--- src/rtl/uart_rx_fsm.sv ---
// UART receiver: oversamples the serial line, majority-votes each bit, deserializes LSB-first,
// checks optional parity and the stop bit, and emits a one-cycle valid or error strobe.
module uart_rx_fsm #(
  parameter int FRAME_WIDTH = 8,
  parameter int PRESCALE    = 8
) (
  input  logic                   clk,
  input  logic                   reset,
  input  logic                   RX_IN,
  input  logic                   par_en,
  input  logic                   par_typ,
  output logic [FRAME_WIDTH-1:0] P_DATA,
  output logic                   data_valid,
  output logic                   par_err,
  output logic                   stp_err,
  output logic                   busy
);

  localparam int EW = $clog2(PRESCALE);
  localparam int BW = (FRAME_WIDTH > 1) ? $clog2(FRAME_WIDTH) : 1;
  localparam logic [EW-1:0] EDGE_LAST = EW'(PRESCALE - 1);
  localparam logic [BW-1:0] BIT_LAST  = BW'(FRAME_WIDTH - 1);

  typedef enum logic [2:0] {
    S_IDLE,
    S_START,
    S_DATA,
    S_PARITY,
    S_STOP
  } state_t;

  state_t                 state_reg, state_next;
  logic [EW-1:0]          edge_cnt_reg, edge_cnt_next;
  logic [BW-1:0]          bit_cnt_reg, bit_cnt_next;
  logic [2:0]             sample_reg, sample_next;
  logic [FRAME_WIDTH-1:0] shift_reg, shift_next;
  logic                   par_en_reg, par_en_next;
  logic                   par_typ_reg, par_typ_next;
  logic                   par_pend_reg, par_pend_next;
  logic [FRAME_WIDTH-1:0] p_data_reg, p_data_next;
  logic                   data_valid_reg, data_valid_next;
  logic                   par_err_reg, par_err_next;
  logic                   stp_err_reg, stp_err_next;

  logic [2:0] sample_hit;
  logic       bit_end;
  logic       bit_val;

  // Three sample points straddle the bit centre.
  genvar gi;
  generate
    for (gi = 0; gi < 3; gi++) begin : g_sample
      assign sample_hit[gi] = (edge_cnt_reg == EW'(PRESCALE / 2 - 1 + gi));
    end
  endgenerate

  assign bit_end = (edge_cnt_reg == EDGE_LAST);
  assign bit_val = (sample_reg[0] & sample_reg[1]) | (sample_reg[0] & sample_reg[2]) |
                   (sample_reg[1] & sample_reg[2]);

  always_comb begin
    state_next      = state_reg;
    edge_cnt_next   = bit_end ? '0 : edge_cnt_reg + 1'b1;
    bit_cnt_next    = bit_cnt_reg;
    sample_next     = sample_reg;
    shift_next      = shift_reg;
    par_en_next     = par_en_reg;
    par_typ_next    = par_typ_reg;
    par_pend_next   = par_pend_reg;
    p_data_next     = p_data_reg;
    data_valid_next = 1'b0;
    par_err_next    = 1'b0;
    stp_err_next    = 1'b0;

    for (int i = 0; i < 3; i++) begin
      if (sample_hit[i]) sample_next[i] = RX_IN;
    end

    case (state_reg)
      S_IDLE: begin
        edge_cnt_next = '0;
        if (!RX_IN) begin
          // The detect cycle is edge 0 of the start bit.
          state_next    = S_START;
          edge_cnt_next = EW'(1);
          par_en_next   = par_en;
          par_typ_next  = par_typ;
          par_pend_next = 1'b0;
        end
      end
      S_START: begin
        if (bit_end) begin
          if (bit_val) begin
            state_next = S_IDLE;
          end else begin
            state_next   = S_DATA;
            bit_cnt_next = '0;
          end
        end
      end
      S_DATA: begin
        if (bit_end) begin
          shift_next = {bit_val, shift_reg[FRAME_WIDTH-1:1]};
          if (bit_cnt_reg == BIT_LAST) begin
            state_next = par_en_reg ? S_PARITY : S_STOP;
          end else begin
            bit_cnt_next = bit_cnt_reg + 1'b1;
          end
        end
      end
      S_PARITY: begin
        if (bit_end) begin
          par_pend_next = (bit_val != ((^shift_reg) ^ par_typ_reg));
          state_next    = S_STOP;
        end
      end
      S_STOP: begin
        if (bit_end) begin
          if (par_pend_reg || !bit_val) begin
            par_err_next = par_pend_reg;
            stp_err_next = !bit_val;
          end else begin
            data_valid_next = 1'b1;
            p_data_next     = shift_reg;
          end
          if (!RX_IN) begin
            state_next    = S_START;
            edge_cnt_next = EW'(1);
            par_en_next   = par_en;
            par_typ_next  = par_typ;
            par_pend_next = 1'b0;
          end else begin
            state_next = S_IDLE;
          end
        end
      end
      default: begin
        state_next    = S_IDLE;
        edge_cnt_next = '0;
      end
    endcase
  end

  always_ff @(posedge clk) begin
    if (!reset) begin
      state_reg      <= S_IDLE;
      edge_cnt_reg   <= '0;
      bit_cnt_reg    <= '0;
      sample_reg     <= '0;
      shift_reg      <= '0;
      par_en_reg     <= 1'b0;
      par_typ_reg    <= 1'b0;
      par_pend_reg   <= 1'b0;
      p_data_reg     <= '0;
      data_valid_reg <= 1'b0;
      par_err_reg    <= 1'b0;
      stp_err_reg    <= 1'b0;
    end else begin
      state_reg      <= state_next;
      edge_cnt_reg   <= edge_cnt_next;
      bit_cnt_reg    <= bit_cnt_next;
      sample_reg     <= sample_next;
      shift_reg      <= shift_next;
      par_en_reg     <= par_en_next;
      par_typ_reg    <= par_typ_next;
      par_pend_reg   <= par_pend_next;
      p_data_reg     <= p_data_next;
      data_valid_reg <= data_valid_next;
      par_err_reg    <= par_err_next;
      stp_err_reg    <= stp_err_next;
    end
  end

  assign P_DATA     = p_data_reg;
  assign data_valid = data_valid_reg;
  assign par_err    = par_err_reg;
  assign stp_err    = stp_err_reg;
  assign busy       = (state_reg != S_IDLE);

endmodule

--- config.mk ---
export PLATFORM = sky130hd
export DESIGN_NAME = uart_rx_fsm
export DESIGN_NICKNAME = d
export VERILOG_FILES = /design/src/rtl/uart_rx_fsm.sv
export SDC_FILE = /design/constraint.sdc
export NUM_CORES = 1
export LEC_CHECK = 0
export ABC_AREA = 1
export BUFFER_PORTS_ARGS = -buffer_cell sky130_fd_sc_hd__buf_2
export CAP_MARGIN = 25
export CORE_AREA = 5 5 76 78
export CTS_CLUSTER_SIZE = 14
export DETAILED_ROUTE_END_ITERATION = 12
export DIE_AREA = 0 0 81 83
export PLACE_DENSITY = 0.62
export SLEW_MARGIN = 20
export SYNTH_ARGS = -nofsm -noshare
export SYNTH_HDL_FRONTEND = slang
export SYNTH_SLANG_ARGS = --single-unit
--- constraint.sdc ---
create_clock -name clk -period 3.47 [get_ports clk]
set_input_delay 0.8675 -clock clk [delete_from_list [all_inputs] [get_ports clk]]
set_output_delay 0.8675 -clock clk [all_outputs]
set_load 0.03 [all_outputs]
==> metrics.txt <==
# TYPE chip_impl_metric gauge
chip_impl_metric{name="hpwl_detailed",unit="um"} 2310
chip_impl_info{name="yosys-top-cells-area",value="dfxtp_1, nand2_1, a21oi_1"} 1
chip_impl_metric{name="hold-worst-slack",unit="ns"} 0.463
chip_impl_metric{name="number_of_synthesized_register_bits",unit=""} 34
chip_impl_metric{name="critPathArrivalTime",unit="ns"} 1.29
chip_impl_info{name="synth_top_cell_by_area",value="dfxtp_1"} 1
chip_impl_metric{name="ant_cells",unit=""} 0
chip_impl_metric{name="post_cts.resized_instances",unit=""} 0
chip_impl_metric{name="vias_in_the_first_global_route",unit=""} 1292
chip_impl_metric{name="die-width",unit="um"} 81
chip_impl_info{name="element_type_at_the_critical_path_start",value="flop"} 1
chip_impl_info{name="critPathKind",value="reg2out"} 1
chip_impl_metric{name="flow.area_growth_from_synthesis",unit="%"} 13.5
chip_impl_metric{name="grt_util_all_layers",unit="%"} 10.7
chip_impl_metric{name="cts_sinks",unit=""} 34
chip_impl_metric{name="grt_antenna_before_repair",unit=""} 0
chip_impl_metric{name="grt_overflow",unit=""} 0
chip_impl_metric{name="timing.max_cap.violations",unit=""} 0
chip_impl_info{name="rsz0062_at_grt",value="false"} 1
chip_impl_metric{name="inserted_clock_buffers",unit=""} 5
chip_impl_metric{name="initial_utilization",unit="%"} 33.6
chip_impl_metric{name="synth_cells",unit=""} 220
chip_impl_metric{name="fin_max_slew_vios",unit=""} 0
chip_impl_metric{name="worst_slew_margin_rel",unit="%"} 73.1
chip_impl_metric{name="minimum_period_implied_by_the_final_worst_setup_slack",unit="ns"} 2.16
chip_impl_info{name="tritoncts",value="done"} 1
chip_impl_info{name="min-delay-path-class",value="reg2reg"} 1
chip_impl_metric{name="share_of_flip_flops_with_an_asynchronous_set_or_reset",unit="%"} 0
chip_impl_metric{name="drive_gt1_share",unit="%"} 19.2
chip_impl_metric{name="ioPinCount",unit=""} 17
chip_impl_metric{name="synthesized_area_divided_by_synthesized_cell_count",unit="sq um"} 7.64
chip_impl_metric{name="seqCellArea",unit="sq um"} 681
chip_impl_metric{name="post_drt_via_cell_ratio",unit=""} 4.57
chip_impl_metric{name="p_leak",unit="uW"} 0.000821
chip_impl_metric{name="setup_viol_count_final",unit=""} 0
chip_impl_metric{name="max_clock_freq",unit="GHz"} 0.462
chip_impl_metric{name="ir_drop",unit="mV"} 0.152
chip_impl_metric{name="dpl_cell_area",unit="sq um"} 1820
chip_impl_metric{name="final.period_utilization",unit="%"} 62.3
chip_impl_metric{name="yosys_warnings",unit=""} 0
chip_impl_metric{name="gpl.final_weighted_congestion",unit=""} 0.771
chip_impl_metric{name="holdBufCountCts",unit=""} 0
chip_impl_info{name="synth_most_common_cell",value="nand2_1"} 1
chip_impl_metric{name="synth_top_cell_area_share",unit="%"} 40.5
chip_impl_metric{name="placement_rows",unit=""} 26
chip_impl_metric{name="crit_required",unit="ns"} 2.60
chip_impl_metric{name="synth_cell_type_count",unit=""} 37
chip_impl_metric{name="core_region_area",unit="sq um"} 5010
chip_impl_metric{name="clk-insertion-delay-late",unit="ns"} 0.29
chip_impl_metric{name="post-route-cell-area",unit="sq um"} 1910
chip_impl_info{name="clock_tree.root_cell",value="clkbuf_8"} 1
chip_impl_metric{name="grt_start_max_net_pins",unit=""} 25
chip_impl_metric{name="first_pass_iteration_count_of_the_detailed_router",unit=""} 4
chip_impl_info{name="synth_flop_cell",value="dfxtp_1"} 1
chip_impl_metric{name="setup_tns",unit="ns"} 0
chip_impl_metric{name="cts_setup_buffers",unit=""} 0
chip_impl_metric{name="global_route_wire_length_before_repair",unit="um"} 5720
chip_impl_metric{name="multi_input_comb_area",unit="sq um"} 865
chip_impl_info{name="synthTopCellsByCount",value="nand2_1, dfxtp_1, nor2_1, a21oi_1, inv_1"} 1
chip_impl_metric{name="slew_at_the_pin_with_the_worst_max_slew_slack",unit="ns"} 0.399
chip_impl_metric{name="remaining_routing_drc_violations",unit=""} 0
chip_impl_metric{name="detail-route-antenna-nets",unit=""} 0
chip_impl_metric{name="first_iter_violations",unit=""} 77
chip_impl_metric{name="finish.net_count",unit=""} 250
chip_impl_metric{name="mappedNetlistArea",unit="sq um"} 1680
chip_impl_metric{name="detail_route.wirelength",unit="um"} 3160
chip_impl_metric{name="cts_max_level",unit=""} 2
chip_impl_metric{name="worst-path-max-fanout",unit=""} 5
chip_impl_metric{name="dp_cells",unit=""} 301
chip_impl_metric{name="post-place-ws",unit="ns"} 1.37
chip_impl_info{name="status",value="complete, no violations"} 1
chip_impl_metric{name="cts_buffer_depth",unit=""} 2
chip_impl_metric{name="ys_seq_area_share",unit="%"} 40.5
chip_impl_metric{name="path_clk_slew",unit="ns"} 0.06
chip_impl_metric{name="routed_wire_length_per_instance",unit="um"} 10.2
chip_impl_metric{name="post-route-worst-setup-slack",unit="ns"} 1.31
chip_impl_metric{name="route.vias.total",unit=""} 1413
chip_impl_metric{name="finalNonFillerCells",unit=""} 309
chip_impl_metric{name="number_of_hold_violations_in_the_final_report",unit=""} 0
chip_impl_metric{name="fill_cells",unit=""} 554
chip_impl_metric{name="die_y",unit="um"} 83
chip_impl_metric{name="finalClockSkew",unit="ns"} 0.00287
chip_impl_info{name="crit_path_end_kind",value="primary output"} 1
chip_impl_metric{name="synth_enable_flop_cells",unit=""} 0
chip_impl_metric{name="powerDensity",unit="nW/um^2"} 564
chip_impl_metric{name="mappedNetlistNets",unit=""} 232
chip_impl_metric{name="die_ar",unit="sq um"} 6720
chip_impl_metric{name="port_buffers",unit=""} 16
-- power breakdown --
part	switching [uW]	internal, uW	leakage (uW)	total (uW)
Combinational	210	114	0.000498	324
Sequential	28.8	425	0.000275	454
Clock	138	160	0.0000482	298
Total	377	699	0.000821	1080
-- final cells by class --
| cell class | instances | share of cell area [%] |
|---|---|---|
| Clock buffer | 7 | 4.52 |
| Sequential cell | 34 | 35.7 |
| Timing Repair Buffer | 16 | 4.20 |
| Tap cell | 70 | 4.59 |
| Multi-Input combinational cell | 155 | 45.3 |
| Clock inverter | 1 | 0.262 |
| Inverter | 26 | 5.44 |
-- final timing paths --
path,slack (ns),to,cells past startpoint,start
max,1.31,busy,5,state_reg[1]$_SDFFE_PN0P_
min,0.46,par_en_reg$_SDFFE_PN0P_,2,par_en_reg$_SDFFE_PN0P_
min reg2reg,0.46,par_en_reg$_SDFFE_PN0P_,2,par_en_reg$_SDFFE_PN0P_
max reg2reg,1.61,bit_cnt_reg[1]$_SDFFE_PN0P_,7,edge_cnt_reg[0]$_SDFF_PN0_
-- kinds of logic after synthesis --
kind of cell | after synthesis | synth area share [%]
compound gates | 59 | 22.2
xor+xnor | 2 | 1.04
fa+ha+maj | 7 | 5.21
buf+inv | 31 | 8.11
flops | 34 | 40.5
simple gates | 87 | 22.9
-- worst max-delay path, stage by stage, from the launching register on --
cell	delay [ns]
dfxtp_1	0.36
inv_2	0.09
nand2_4	0.07
nor2_2	0.20
inv_2	0.09
buf_2	0.19
-- placed cells by master (no fill, tap or decap) --
cell type and count:
buf_2 16, nand3_2 1, clkbuf_1 1, nor2_2 2, xor2_1 1, nand2_1 48
and2_1 1, xnor2_1 1, nand4_2 1, a221oi_1 1, nand2_2 1, o21ai_0 17
nand2_4 1, dfxtp_1 34, inv_1 19, o21ai_1 7, a311oi_1 1, o21ai_4 1
nor2_4 2, a211oi_1 1, o21ai_2 4, clkinv_1 1, ha_1 7, clkbuf_8 6
a21oi_2 3, nand3_1 7, a21oi_1 20, o211a_1 1, clkinv_4 1, nor3_1 2
a22oi_1 2, o2111ai_4 1, inv_2 4, nor2_1 21, clkinv_2 2
-- routing by layer --
| layer | global-route usage, % | share of wire, % | up-vias |
|---|---|---|---|
| met1 | 14.0 | 49 | 626 |
| met3 | 3.25 | 4.1 | 6 |
| met2 | 16.0 | 46 | 23 |
| met5 | 0 | 0 | - |
| met4 | 4.61 | 1.6 | 0 |
| li1 | - | - | 758 |
-- per-stage QoR --
stage | total power [uW] | utilization [%]
CTS | 1090 | 38.1
global placement | 789 | 36.3
detailed placement | 787 | 36.3
global route | 1150 | 38.1
finish | 1080 | 38.1
floorplan | 728 | -
(Power assumes the default switching activity.)
